File: src/rtl/shared_port_mux_if.sv
// Bus bundle between four granted requesters, the shared output port and its
// status outputs.
//   gnt_n     one-hot grant from the upstream arbiter
//   vld_n     requester n presents a beat; data_n is its payload
//   rdy_n     beat from requester n accepted this cycle
//   out_rdy   downstream sink accepts out_data this cycle
//   out_vld   out_data/out_src hold a valid registered beat
//   burst_done/burst_len  one-cycle end-of-grant pulse and beat count
//   err_multi sticky flag, more than one grant bit seen
// modport master: requester/sink side, modport slave: the mux.
interface shared_port_mux_if #(
    parameter int DW = 8
);
    logic          gnt_0, gnt_1, gnt_2, gnt_3;
    logic          vld_0, vld_1, vld_2, vld_3;
    logic [DW-1:0] data_0, data_1, data_2, data_3;
    logic          rdy_0, rdy_1, rdy_2, rdy_3;
    logic          out_rdy;
    logic          out_vld;
    logic [DW-1:0] out_data;
    logic [1:0]    out_src;
    logic          burst_done;
    logic [7:0]    burst_len;
    logic          err_multi;

    modport master (
        output gnt_0, gnt_1, gnt_2, gnt_3,
        output vld_0, vld_1, vld_2, vld_3,
        output data_0, data_1, data_2, data_3,
        output out_rdy,
        input  rdy_0, rdy_1, rdy_2, rdy_3,
        input  out_vld, out_data, out_src, burst_done, burst_len, err_multi
    );

    modport slave (
        input  gnt_0, gnt_1, gnt_2, gnt_3,
        input  vld_0, vld_1, vld_2, vld_3,
        input  data_0, data_1, data_2, data_3,
        input  out_rdy,
        output rdy_0, rdy_1, rdy_2, rdy_3,
        output out_vld, out_data, out_src, burst_done, burst_len, err_multi
    );
endinterface

File: src/rtl/shared_port_mux.sv
// Shared output port multiplexer. Follows the one-hot grant of an upstream
// 4-way arbiter, forwards the granted requester's beats into a single
// registered output stage (one beat per cycle when the sink keeps up), counts
// the beats of each grant and reports the count when the grant ends.
// Ports:
//   clk    system clock, rising edge
//   reset  synchronous, active-high
//   bus    shared_port_mux_if.slave: gnt_n/vld_n/data_n in, rdy_n out,
//          out_rdy in, out_vld/out_data/out_src/burst_done/burst_len/err_multi out
module shared_port_mux #(
    parameter int DW = 8
) (
    input logic             clk,
    input logic             reset,
    shared_port_mux_if.slave bus
);

    typedef enum logic [2:0] {
        StIdle  = 3'b001,
        StXfer  = 3'b010,
        StDrain = 3'b100
    } state_e;

    state_e        state_q, state_d;
    logic [1:0]    src_q, src_d;
    logic [7:0]    beat_cnt_q, beat_cnt_d;
    logic          out_vld_q, out_vld_d;
    logic [DW-1:0] out_data_q, out_data_d;
    logic [1:0]    out_src_q, out_src_d;
    logic          burst_done_q, burst_done_d;
    logic [7:0]    burst_len_q, burst_len_d;
    logic          err_multi_q, err_multi_d;

    logic [3:0]    gnt, vld, src_mask, rdy;
    logic [DW-1:0] data_arr [4];
    logic [2:0]    gnt_cnt;
    logic          gnt_multi, gnt_single;
    logic [1:0]    gnt_idx;
    logic          xfer_exit, capture;

    assign gnt = {bus.gnt_3, bus.gnt_2, bus.gnt_1, bus.gnt_0};
    assign vld = {bus.vld_3, bus.vld_2, bus.vld_1, bus.vld_0};

    always_comb begin
        data_arr[0] = bus.data_0;
        data_arr[1] = bus.data_1;
        data_arr[2] = bus.data_2;
        data_arr[3] = bus.data_3;
    end

    assign gnt_cnt    = 3'(gnt[0]) + 3'(gnt[1]) + 3'(gnt[2]) + 3'(gnt[3]);
    assign gnt_multi  = (gnt_cnt > 3'd1);
    assign gnt_single = (gnt_cnt == 3'd1);

    always_comb begin
        gnt_idx = 2'd0;
        for (int i = 0; i < 4; i++) begin
            if (gnt[i]) gnt_idx = 2'(i);
        end
    end

    assign src_mask = 4'b0001 << src_q;

    // Grant lost or another grant bit raised: the burst ends this cycle and
    // the beat presented now is refused.
    assign xfer_exit = !gnt[src_q] || (|(gnt & ~src_mask));

    // Accept when the output stage is empty or is being emptied this cycle.
    assign capture = (state_q == StXfer) && !reset && !xfer_exit && vld[src_q] &&
                     (!out_vld_q || bus.out_rdy);

    assign rdy = capture ? src_mask : 4'b0000;

    always_comb begin
        state_d      = state_q;
        src_d        = src_q;
        beat_cnt_d   = beat_cnt_q;
        out_vld_d    = out_vld_q;
        out_data_d   = out_data_q;
        out_src_d    = out_src_q;
        burst_done_d = 1'b0;
        burst_len_d  = burst_len_q;
        err_multi_d  = err_multi_q | gnt_multi;

        if (capture) begin
            out_vld_d  = 1'b1;
            out_data_d = data_arr[src_q];
            out_src_d  = src_q;
            beat_cnt_d = (beat_cnt_q == 8'hFF) ? 8'hFF : beat_cnt_q + 8'd1;
        end else if (out_vld_q && bus.out_rdy) begin
            out_vld_d = 1'b0;
        end

        unique case (state_q)
            StIdle: begin
                if (gnt_single) begin
                    state_d    = StXfer;
                    src_d      = gnt_idx;
                    beat_cnt_d = 8'd0;
                end
            end
            StXfer: begin
                if (xfer_exit) begin
                    state_d      = StDrain;
                    burst_done_d = 1'b1;
                    burst_len_d  = beat_cnt_d;
                end
            end
            StDrain: begin
                if (!out_vld_q || bus.out_rdy) state_d = StIdle;
            end
            default: state_d = StIdle;
        endcase
    end

    always_ff @(posedge clk) begin
        if (reset) begin
            state_q      <= StIdle;
            src_q        <= 2'd0;
            beat_cnt_q   <= 8'd0;
            out_vld_q    <= 1'b0;
            out_data_q   <= '0;
            out_src_q    <= 2'd0;
            burst_done_q <= 1'b0;
            burst_len_q  <= 8'd0;
            err_multi_q  <= 1'b0;
        end else begin
            state_q      <= state_d;
            src_q        <= src_d;
            beat_cnt_q   <= beat_cnt_d;
            out_vld_q    <= out_vld_d;
            out_data_q   <= out_data_d;
            out_src_q    <= out_src_d;
            burst_done_q <= burst_done_d;
            burst_len_q  <= burst_len_d;
            err_multi_q  <= err_multi_d;
        end
    end

    assign bus.rdy_0      = rdy[0];
    assign bus.rdy_1      = rdy[1];
    assign bus.rdy_2      = rdy[2];
    assign bus.rdy_3      = rdy[3];
    assign bus.out_vld    = out_vld_q;
    assign bus.out_data   = out_data_q;
    assign bus.out_src    = out_src_q;
    assign bus.burst_done = burst_done_q;
    assign bus.burst_len  = burst_len_q;
    assign bus.err_multi  = err_multi_q;

endmodule

File: src/flat_wrapper.sv
// flat-port wrapper written by rule: the top's interface ports become plain ports
module shared_port_mux_flat 
#(
    parameter int DW = 8
)
  (clk, reset, bus_gnt_0, bus_gnt_1, bus_gnt_2, bus_gnt_3, bus_vld_0, bus_vld_1, bus_vld_2, bus_vld_3, bus_data_0, bus_data_1, bus_data_2, bus_data_3, bus_out_rdy, bus_rdy_0, bus_rdy_1, bus_rdy_2, bus_rdy_3, bus_out_vld, bus_out_data, bus_out_src, bus_burst_done, bus_burst_len, bus_err_multi);
  shared_port_mux_if #(.DW(DW)) bus_i ();
  input logic clk;
  input logic reset;
  input wire logic [$bits(bus_i.gnt_0)-1:0] bus_gnt_0;
  input wire logic [$bits(bus_i.gnt_1)-1:0] bus_gnt_1;
  input wire logic [$bits(bus_i.gnt_2)-1:0] bus_gnt_2;
  input wire logic [$bits(bus_i.gnt_3)-1:0] bus_gnt_3;
  input wire logic [$bits(bus_i.vld_0)-1:0] bus_vld_0;
  input wire logic [$bits(bus_i.vld_1)-1:0] bus_vld_1;
  input wire logic [$bits(bus_i.vld_2)-1:0] bus_vld_2;
  input wire logic [$bits(bus_i.vld_3)-1:0] bus_vld_3;
  input wire logic [$bits(bus_i.data_0)-1:0] bus_data_0;
  input wire logic [$bits(bus_i.data_1)-1:0] bus_data_1;
  input wire logic [$bits(bus_i.data_2)-1:0] bus_data_2;
  input wire logic [$bits(bus_i.data_3)-1:0] bus_data_3;
  input wire logic [$bits(bus_i.out_rdy)-1:0] bus_out_rdy;
  output wire logic [$bits(bus_i.rdy_0)-1:0] bus_rdy_0;
  output wire logic [$bits(bus_i.rdy_1)-1:0] bus_rdy_1;
  output wire logic [$bits(bus_i.rdy_2)-1:0] bus_rdy_2;
  output wire logic [$bits(bus_i.rdy_3)-1:0] bus_rdy_3;
  output wire logic [$bits(bus_i.out_vld)-1:0] bus_out_vld;
  output wire logic [$bits(bus_i.out_data)-1:0] bus_out_data;
  output wire logic [$bits(bus_i.out_src)-1:0] bus_out_src;
  output wire logic [$bits(bus_i.burst_done)-1:0] bus_burst_done;
  output wire logic [$bits(bus_i.burst_len)-1:0] bus_burst_len;
  output wire logic [$bits(bus_i.err_multi)-1:0] bus_err_multi;
  assign bus_i.gnt_0 = bus_gnt_0;
  assign bus_i.gnt_1 = bus_gnt_1;
  assign bus_i.gnt_2 = bus_gnt_2;
  assign bus_i.gnt_3 = bus_gnt_3;
  assign bus_i.vld_0 = bus_vld_0;
  assign bus_i.vld_1 = bus_vld_1;
  assign bus_i.vld_2 = bus_vld_2;
  assign bus_i.vld_3 = bus_vld_3;
  assign bus_i.data_0 = bus_data_0;
  assign bus_i.data_1 = bus_data_1;
  assign bus_i.data_2 = bus_data_2;
  assign bus_i.data_3 = bus_data_3;
  assign bus_i.out_rdy = bus_out_rdy;
  assign bus_rdy_0 = bus_i.rdy_0;
  assign bus_rdy_1 = bus_i.rdy_1;
  assign bus_rdy_2 = bus_i.rdy_2;
  assign bus_rdy_3 = bus_i.rdy_3;
  assign bus_out_vld = bus_i.out_vld;
  assign bus_out_data = bus_i.out_data;
  assign bus_out_src = bus_i.out_src;
  assign bus_burst_done = bus_i.burst_done;
  assign bus_burst_len = bus_i.burst_len;
  assign bus_err_multi = bus_i.err_multi;
  shared_port_mux #(.DW(DW)) u_core (.clk(clk), .reset(reset), .bus(bus_i));
endmodule
File: config.mk
export PLATFORM = sky130hd
export DESIGN_NAME = shared_port_mux_flat
export DESIGN_NICKNAME = d
export VERILOG_FILES = /design/src/rtl/shared_port_mux_if.sv /design/src/rtl/shared_port_mux.sv /design/src/flat_wrapper.sv
export SDC_FILE = /design/constraint.sdc
export NUM_CORES = 1
export LEC_CHECK = 0
export BUFFER_PORTS_ARGS = -buffer_cell sky130_fd_sc_hd__clkbuf_2
export CAP_MARGIN = 10
export CORE_AREA = 2 2 69 71
export CTS_CLUSTER_SIZE = 10
export DETAILED_ROUTE_END_ITERATION = 16
export DIE_AREA = 0 0 71 73
export GPL_TIMING_DRIVEN = 0
export MAX_ROUTING_LAYER = met4
export PLACE_DENSITY_LB_ADDON = 0.15
export SETUP_SLACK_MARGIN = 0.15
export SYNTH_ARGS = -nofsm -noshare
export SYNTH_HDL_FRONTEND = slang
export SYNTH_SLANG_ARGS = --single-unit
File: constraint.sdc
create_clock -name clk -period 2.3 [get_ports clk]
set_input_delay 0.115 -clock clk [delete_from_list [all_inputs] [get_ports clk]]
set_output_delay 0.115 -clock clk [all_outputs]
set_load 0.01 [all_outputs]
After elaboration in Yosys (flattened, before gate mapping)
Cells that the tools add are included.
{"block": "op_classes", "bitwise": 5, "shifts": 1, "magnitude_cmp": 3, "mux": 22, "n_eq_ne": 8, "reduce_logical": 17, "n_addsub": 4}
{"cell": "$mux W8", "count": 6}
{"cell": "$bmux W8 S2", "count": 1}
{"cell": "$mux W3", "count": 3}
{"cell": "$pmux W3 S3", "count": 1}
{"cell": "$add A8 B1 Y8 const B", "count": 1}
{"cell": "$eq A8 B8 Y1 const B", "count": 1}
{"cell": "$add A3 B1 Y3", "count": 2}
{"cell": "$eq A3 B1 Y1 const B", "count": 2}
{"cell": "$mux W1", "count": 6}
{"cell": "$ne A2 B1 Y1 const B", "count": 3}
{"cell": "$logic_and A1 B1 Y1", "count": 5}
{"cell": "$and A4 B4 Y4", "count": 1}
{"cell": "$bmux W1 S2", "count": 2}
{"cell": "$logic_not A1 Y1", "count": 4}
{"cell": "$mux W2", "count": 2}
{"cell": "$mux W4", "count": 1}
{"cell": "$not A4 Y4", "count": 1}
{"cell": "$reduce_and A2 Y1", "count": 2}
{"cell": "$reduce_or A4 Y1", "count": 1}
{"cell": "$shl A1 B2 Y4 const A", "count": 1}
{"cell": "$eq A3 B2 Y1 const B", "count": 1}
{"cell": "$eq A3 B3 Y1 const B", "count": 1}
{"cell": "$ge A3 B3 Y1 const B", "count": 1}
{"cell": "$gt A3 B1 Y1 const B", "count": 1}
{"cell": "other kinds (9)", "count": 10}
{"block": "word_totals", "elab_cells": 69, "output_inout_bits": 25, "regBits": 34}

Longest topological paths before layout
Gate-level depths: netlist of the first run.
{"block": "logic_depth", "depth_word": 12, "ltp_mapped": 10, "ltp_nobuf": 8}

Worst setup path after synthesis of the first run
Ideal clock, no wire load.
{"block": "synth_path", "path_type": "in2reg", "start": "in bus_gnt_1", "end": "reg u_core.beat_cnt_q[5]", "setup_ns": 0.123, "path_buffers": 2, "path_stages": 10, "slack_ns": -0.068, "arrival_time_ns": 2.245, "required_time_ns": 2.177, "cell_sequence": "ha_1 -> fa_1 -> ha_1 -> nor3b_1 -> and3_1 -> clkbuf_1 -> or2_2 -> buf_2 -> nor2_1 -> mux2_1"}
{"block": "synth_via", "elab_chain_cells": 11, "word_cells_on_any_way": 17}
{"item": "from (decl)", "line_no": "flat_wrapper.sv:11", "text": "input wire logic [$bits(bus_i.gnt_1)-1:0] bus_gnt_1;"}
{"item": "branches (longest 10 deep; another with $add A3 B1 Y3)"}
{"item": "$mux W8 (*)", "line_no": "shared_port_mux.sv:94", "text": "unique case (state_q)"}
{"item": "to (signal assigned)", "line_no": "shared_port_mux.sv:130", "text": "beat_cnt_q <= beat_cnt_d;"}
{"item": "to (decl)", "line_no": "shared_port_mux.sv:26", "text": "logic [7:0] beat_cnt_q, beat_cnt_d;"}
Mark *: on every way between the ends. The select of a mux whose other input is x is not followed.
A chain may end at the register's enable or synchronous reset.

Worst setup path after layout of the first run
Ends and elaborated chain as after synthesis.

==> out/results.env, run 1 <==
SETUP_VIOL_COUNT_FINAL=0
POST_CTS_CLOCK_SLEW_AT_THE_LAUNCH_AND_CAPTURE_REGISTERS_OF_THE_WORST_SETUP_AND_HOLD_PATHS_NS=0.06
FLOORPLAN.INITIALDENSITY_PCT=41.1
MULTIINPUTGATEAREA_UM2=1110
FINAL_LAYOUT_FILL_CELL_COUNT=408
WORSTMARGINPINSLEW_NS=0.665
DRTANTENNAVIOLNETS=0
CTSHTREEMAXLEVEL=2
MAX_CAP_VIOLATIONS=0
MAX_FREQ_MHz=489
AVGSYNTHCELLAREA_UM2=9.96
SEQUENTIAL_CELL_FRACTION_OF_TOTAL_POWER_PCT=43.2
INITIALDRTVIOLATIONCOUNT=118
RELSLEWSLACK_PCT=55.0
CRITICAL_PATH.TOP_DELAY_FAMILY='adder cells'
NETS=314
CELL_INTERNAL_PWR_mW=1.07
COMMONEST_CELLS_AFTER_ROUTING_FILL_AND_TAPS_ASIDE='67 x clkbuf_2, 34 x dfxtp_1, 33 x nor2_1, 17 x mux2i_1, 11 x a21oi_1'
FINALHOLDVIOLCOUNT=0
PLACED_CELLS=308
DRC=0
WL_UM=4180
TRITONCTS.NUM_BUFFERS=5
YOSYSSEQAREASHARE_PCT=36.5
FP.COREAREA_UM2=4540
POWER.SHARE.COMBINATIONAL_PCT=19.1
KIND_OF_CRITICAL_PATH='input port to register'
NUMBER_OF_SYNTHESIZED_FLOPS_WITH_AN_ENABLE_PIN=0
VIAS=1628
IR_DROP_mV=0.222
MAXIMUM_NUMBER_OF_PINS_ON_ONE_NET_BEFORE_GLOBAL_ROUTE_REPAIR=11
SYN_INST=187
ENDPOINT_TYPE_OF_THE_WORST_SETUP_PATH='register'
FIN_TOTAL_PWR_mW=1.41
POWER.DENSITY_nW_PER_UM2=578
ANTENNA-DIODE-COUNT=0
FIN_CRIT_NS=2.04
CTS_TREE='built'
CRITICAL_PATH_ARRIVAL_NS=2.21
SW_SHARE_PCT=24.1
FINAL_LAYOUT_SIZE_SUFFIX_GT1_SHARE_PCT=39.5
OUTCOME='completed'
FINAL_COMMON_CELL='clkbuf_2'
POWER_SWITCHING_uW=339
TYPE_OF_THE_WORST_MIN_DELAY_PATH='input port to register'
GRT_PASS1_VIAS=1533
GRT_SETUP_UNREPAIRED='yes'
GRT-OVFL-TOTAL=0
PLACEMENT.SETUP.WORST_SLACK_NS=-0.142
IO_PINS=68
FINISH.CELL_COUNT_WITHOUT_FILLERS=320
DIE-WIDTH_UM=71
LAYOUT_SKEW_NS=0.00769
CP-START-KIND='input port'
FINAL_CORE_UTILIZATION_PCT=53.7
VIASPERCELL=5.09
SETUP_TOTAL_NEG_SLACK_NS=0
GRT_PASS1_WL_UM=6910
DIE_H_UM=73
CRIT_CHAIN='clkbuf_2 -> ha_4 -> fa_2 -> ha_1 -> nor3b_2 -> and3_1 -> buf_4 -> or2_2 -> buf_6 -> nor2_1 -> mux2_1'
ANTENNA_FOUND_INITIAL=0
MAX-CLOCK-PATH-BUFFERS=2
TRACK_USAGE_PCT=17.3
CP_DATA_REQUIRED_TIME_NS=2.47
TIMING_MAX_TRANSITION_VIOLATIONS_FINAL=0
TIMING.CRITICAL_PATH.BUF_INV=3
CTS.SINK_COUNT=34
YOSYS_WARNINGS=0
CTS_ROOT_BUF='clkbuf_8'
WORSTSKEWPAIRLATENCY_NS=0.28
P_LEAK_nW=1.09
REGAREA_UM2=681
NUMPORTBUFFERS=67
FLOORPLAN.ROWS=25
DETAIL_ROUTE.WL_PER_CELL_UM=13.1
AREA_DELTA_SYNTH_FINAL_PCT=30.8
PATH_MAX_FANOUT=9
SYNTH_TOP_FLOP_CELL='dfxtp_1'
POST_SYNTH_INSTANCE_AREA_UM2=1860
SYNTH_SEQ_CELLS=34
FINAL_HPWL_FROM_DETAILED_PLACEMENT_UM=3130
POST_SYNTH_NUM_CELL_TYPES=45
DESIGN.DIE.AREA_UM2=5180
SETUP_WS_NS=0.256
FINALCRITPERIODSHARE_PCT=88.9
CELL_WITH_THE_LARGEST_STAGE_DELAY_ON_THE_WORST_PATH='fa_2'
MAX_STAGE_DELAY_NS=0.34
SYNTH_FP_NETS=236
FIRST_PASS_ITERS=4
POWER.SHARE.CLOCK_PCT=37.7
SYNTH_ASYNC_SR_FLOP_SHARE_PCT=0
GP_ROUTABILITY_CONGESTION=0.790
[state kept, by name, summed over array words and instances, names as in the netlist]
name,flops
u_core.beat_cnt_q,8
u_core.src_q,2
u_core.bus.out_vld,1
u_core.bus.out_data,8
u_core.bus.err_multi,1
u_core.bus.burst_done,1
u_core.bus.out_src,2
u_core.state_q,3
u_core.bus.burst_len,8
[cells in the mapped netlist (2+ instances only)]
library cell,n,area share (%)
buf_6,2,1.2
inv_1,7,1.4
nand3_1,4,1.1
and3_1,3,1.0
clkbuf_1,5,1.0
mux2i_1,17,9.1
buf_2,3,0.81
nor3b_1,5,2.0
a211oi_1,3,1.2
mux4_2,5,6.0
a311oi_1,3,1.4
and4b_1,2,1.1
o21ai_2,2,0.94
o21ai_0,2,0.54
nand2_1,7,1.4
nor3_1,3,0.81
a21oi_1,11,3.0
mux4_1,4,5.6
nand2b_1,4,1.3
dfxtp_1,34,37
nor2_1,33,6.6
ha_1,5,3.4
[what timing repair did]
item | in CTS | in global routing
setup buffers | 0 | 4
hold buffers | 0 | 0
endpoints found under the setup margin | 0 | 10
endpoints found under the hold margin | 0 | 0
gates resized for setup | 0 | 4
[worst min-delay path, stage by stage]
cell and delay, ns:
clkbuf_2 0.09, inv_1 0.06, o21ai_0 0.08
[routing by layer]
layer / routed length (um) / GRT usage (%) / vias to the layer above
li1: - / - / 832
met1: 1880 / 21.8 / 742
met2: 2040 / 27.6 / 44
met3: 187 / 4.56 / 10
met4: 61 / 4.82 / 0
met5: 0 / - / -
[final cells by class]
cell class                      instances  share of cell area [%]
Multi-Input combinational cell        134                    45.7
Tap cell                               54                    2.77
Inverter                                7                    1.08
Timing Repair Buffer                   71                    15.0
Buffer                                 12                    3.18
Clock inverter                          1                    1.23
Clock buffer                            7                    3.13
Sequential cell                        34                    27.9
[power groups by stage]
stage	clock (mW)	sequential, mW	combinational (mW)
global placement	0	0.622	0.259
detailed placement	0	0.622	0.263
finish	0.532	0.608	0.269
floorplan	0	0.622	0.186
global route	0.575	0.610	0.295
CTS	0.547	0.608	0.264
[worst paths after layout]
check | start | to | slack [ns] | cells after the start
worst max-delay path | bus_gnt_1 | u_core.beat_cnt_q[5] | 0.26 | 11
worst min-delay path | reset | u_core.state_q[0] | 0.10 | 3
worst max register to register | u_core.src_q[0] | u_core.beat_cnt_q[2] | 0.44 | 7
worst min register to register | u_core.bus.out_src[1] | u_core.bus.out_src[1] | 0.48 | 2
[cell families (layout without fill, tap and decap cells)]
| kind of cell | after synthesis | after routing | synth area share, % |
|---|---|---|---|
| AOI/OAI and AO/OA | 26 | 26 | 10.1 |
| adders and majority gates | 6 | 6 | 4.43 |
| buffers and inverters | 19 | 98 | 5.04 |
| DFF | 34 | 34 | 36.5 |
| muxes | 27 | 27 | 21.4 |
| and+or+nand+nor | 75 | 75 | 22.4 |
[metrics by stage]
stage	instance area, um^2	hold slack [ns]
floorplan	1880	0.246
global placement	2280	0.390
detailed placement	2280	0.391
CTS	2390	0.0995
global route	2440	0.119
finish	2440	0.102
Power figures use the tool's default switching activity.
==> run 2: changes to the inputs <==
CORE_AREA = 2 2 72 74   (was 2 2 69 71)
DIE_AREA = 0 0 74 76   (was 0 0 71 73)
REMOVE_ABC_BUFFERS = 1   (was not set)
==> out/results.env, run 2 (same netlist as run 1, synthesis figures left out) <==
OUTCOME='completed'
WORST_R2R_ENDPOINT='u_core.beat_cnt_q[2]'
R2R.WORST_PATH.CELLS=6  # -1
ANTENNA_FOUND_INITIAL=0  # unchanged
INITIALDRTVIOLATIONCOUNT=55  # -53%
IR_DROP_mV=0.220  # -0.91%
WORSTSKEWPAIRLATENCY_NS=0.28  # about the same
KIND_OF_CRITICAL_PATH='register to primary output'
WL_UM=3920  # -6.1%
PLACED_CELLS=312  # +1.3%
TYPE_OF_THE_WORST_MIN_DELAY_PATH='input port to register'
SETUP_VIOL_COUNT_FINAL=0  # unchanged
CRIT_CHAIN='mux4_2 -> nand4_1 -> a21oi_1 -> and3_1 -> clkbuf_2'
WORSTREG2REGSTART='u_core.src_q[0]'
CP-START-KIND='register'
TIMING_MAX_TRANSITION_VIOLATIONS_FINAL=0  # unchanged
CTS_ROOT_BUF='clkbuf_8'
LAYOUT_SKEW_NS=0.00421  # -0.00348 ns
MAX_FREQ_MHz=486  # -0.73%
WORSTSETUPPATHDEPTH=5  # -6
HOLD_BUFFERS=0  # unchanged
FINAL_HPWL_FROM_DETAILED_PLACEMENT_UM=2920  # -6.9%
FLOORPLAN.INITIALDENSITY_PCT=37.9  # -3.1 points
FIRST_PASS_ITERS=4  # unchanged
WORSTMARGINPINSLEW_NS=0.659  # -0.00563 ns
FP.COREAREA_UM2=4910  # +8.3%
IO_PINS=68  # unchanged
GRT-OVFL-TOTAL=0  # unchanged
TRACK_USAGE_PCT=15.7  # -1.6 points
FINALHOLDVIOLCOUNT=0  # unchanged
POST_CTS_CLOCK_SLEW_AT_THE_LAUNCH_AND_CAPTURE_REGISTERS_OF_THE_WORST_SETUP_AND_HOLD_PATHS_NS=0.06  # about the same
MAX-CLOCK-PATH-BUFFERS=2  # unchanged
GRT_SETUP_UNREPAIRED='yes'
CRITICAL_PATH.TOP_DELAY_FAMILY='multiplexers'
COMMONEST_CELLS_AFTER_ROUTING_FILL_AND_TAPS_ASIDE='67 x clkbuf_2, 33 x nor2_1, 32 x dfxtp_1, 17 x mux2i_1, 11 x a21oi_1'
P_LEAK_nW=1.02  # -5.9%
CRIT_PATH_LAUNCH='u_core.src_q[0]'
PLACEMENT.SETUP.WORST_SLACK_NS=-0.440  # -0.298 ns
DESIGN.DIE.AREA_UM2=5620  # +8.5%
DRC=0  # unchanged
SETUP_WS_NS=0.241  # -0.0150 ns
RELSLEWSLACK_PCT=55.4  # +0.38 points
FINAL_LAYOUT_SIZE_SUFFIX_GT1_SHARE_PCT=38.2  # -1.2 points
DIE_H_UM=76  # +4.1%
POWER.DENSITY_nW_PER_UM2=529  # -8.4%
FINALCRITPERIODSHARE_PCT=89.5  # +0.65 points
GRT_PASS1_VIAS=1509  # -1.6%
DRTANTENNAVIOLNETS=0  # unchanged
CRITPATHCAPTURE='bus_rdy_3'
ENDPOINT_TYPE_OF_THE_WORST_SETUP_PATH='primary output'
AREA_DELTA_SYNTH_FINAL_PCT=26.0
REG2REG_SLACK_NS=0.34  # -0.10 ns
CTS.SINK_COUNT=34  # unchanged
DETAIL_ROUTE.WL_PER_CELL_UM=12.2  # -6.4%
FLOORPLAN.ROWS=26  # +4.0%
CTSHTREEMAXLEVEL=2  # unchanged
TRITONCTS.NUM_BUFFERS=5  # unchanged
MAX_CAP_VIOLATIONS=0  # unchanged
PATH_MAX_FANOUT=18  # +9
MAX_STAGE_DELAY_NS=0.60  # +0.26 ns
CELL_WITH_THE_LARGEST_STAGE_DELAY_ON_THE_WORST_PATH='mux4_2'
FINISH.CELL_COUNT_WITHOUT_FILLERS=321  # +0.31%
CP_DATA_REQUIRED_TIME_NS=2.18  # -0.29 ns
GRT_PASS1_WL_UM=6710  # -3.0%
VIAS=1604  # -1.5%
FINAL_COMMON_CELL='clkbuf_2'
NETS=300  # -4.5%
DIE-WIDTH_UM=74  # +4.2%
NUMPORTBUFFERS=67  # unchanged
FINAL_CORE_UTILIZATION_PCT=47.8  # -6.0 points
CRITICAL_PATH_ARRIVAL_NS=1.94  # -0.27 ns
FIN_CRIT_NS=2.06  # +0.0150 ns
VIASPERCELL=5.00  # -1.8%
ANTENNA-DIODE-COUNT=0  # unchanged
CTS_TREE='built'
GP_ROUTABILITY_CONGESTION=0.768  # -2.9%
TIMING.CRITICAL_PATH.BUF_INV=1  # -2
MAXIMUM_NUMBER_OF_PINS_ON_ONE_NET_BEFORE_GLOBAL_ROUTE_REPAIR=30  # +19
-- run 2: cell count changes in the layout (fill, tap and decap cells not counted), moves of 2 or more --
cell and delta:
buf_6 -3, dfxtp_4 +2, buf_4 -5, clkbuf_1 -4, buf_2 -2, dfxtp_1 -2
-- run 2: final cells by class --
| cell class | instances | area (um^2) |
|---|---|---|
| Fill cell | 506 | 2560 |
| Tap cell | 70 | 87.6 |
| Inverter | 7 | 26.3 |
| Clock buffer | 7 | 76.3 |
| Timing Repair Buffer | 69 | 363 |
| Multi-Input combinational cell | 134 | 1110 |
| Sequential cell | 34 | 688 |
-- run 2: tightest hold or removal path, stage by stage --
cell and delay (ns):
clkbuf_2 0.14, nor2_1 0.10, a211oi_1 0.07
-- run 2: where the power goes --
part / switching (mW) / internal, mW
combinational: 0.0796 / 0.121
sequential: 0.0435 / 0.604
clock: 0.186 / 0.208
-- run 2: worst min-delay path by stage --
stage	from	to	cells past startpoint
after CTS	bus_gnt_3	u_core.src_q[1]	3
after floorplan	reset	u_core.bus.out_src[1]	1
final	bus_gnt_3	u_core.src_q[1]	3
after global placement	u_core.bus.out_src[1]	u_core.bus.out_src[1]	2
after detailed placement	u_core.bus.err_multi	u_core.bus.err_multi	2
after global routing	bus_gnt_1	u_core.src_q[0]	3
-- run 2: repair_timing --
action | CTS | global route
cloned | 0 | 0
pin swaps | 1 | 0
setup endpoints to repair | 30 | 2
gates resized for setup | 7 | 2
setup buffers | 2 | 0
-- run 2: metrics by stage --
stage / hold slack [ns] / instance area [um^2] / power [mW] / TNS, ns
after floorplan: 0.184 / 1800 / 0.777 / 0
after global placement: 0.462 / 2220 / 0.853 / -7.05
after detailed placement: 0.461 / 2220 / 0.855 / -7.47
after CTS: 0.170 / 2340 / 1.26 / 0
after global routing: 0.230 / 2350 / 1.32 / 0
final: 0.185 / 2350 / 1.24 / 0
-- run 2: per-layer routing --
layer | GRT usage [%] | vias to the layer above | routed length [um]
met5 | - | - | 0
met4 | 7.09 | 0 | 26
met3 | 3.44 | 6 | 136
met2 | 25.9 | 34 | 2030
met1 | 17.8 | 764 | 1730
li1 | - | 800 | -
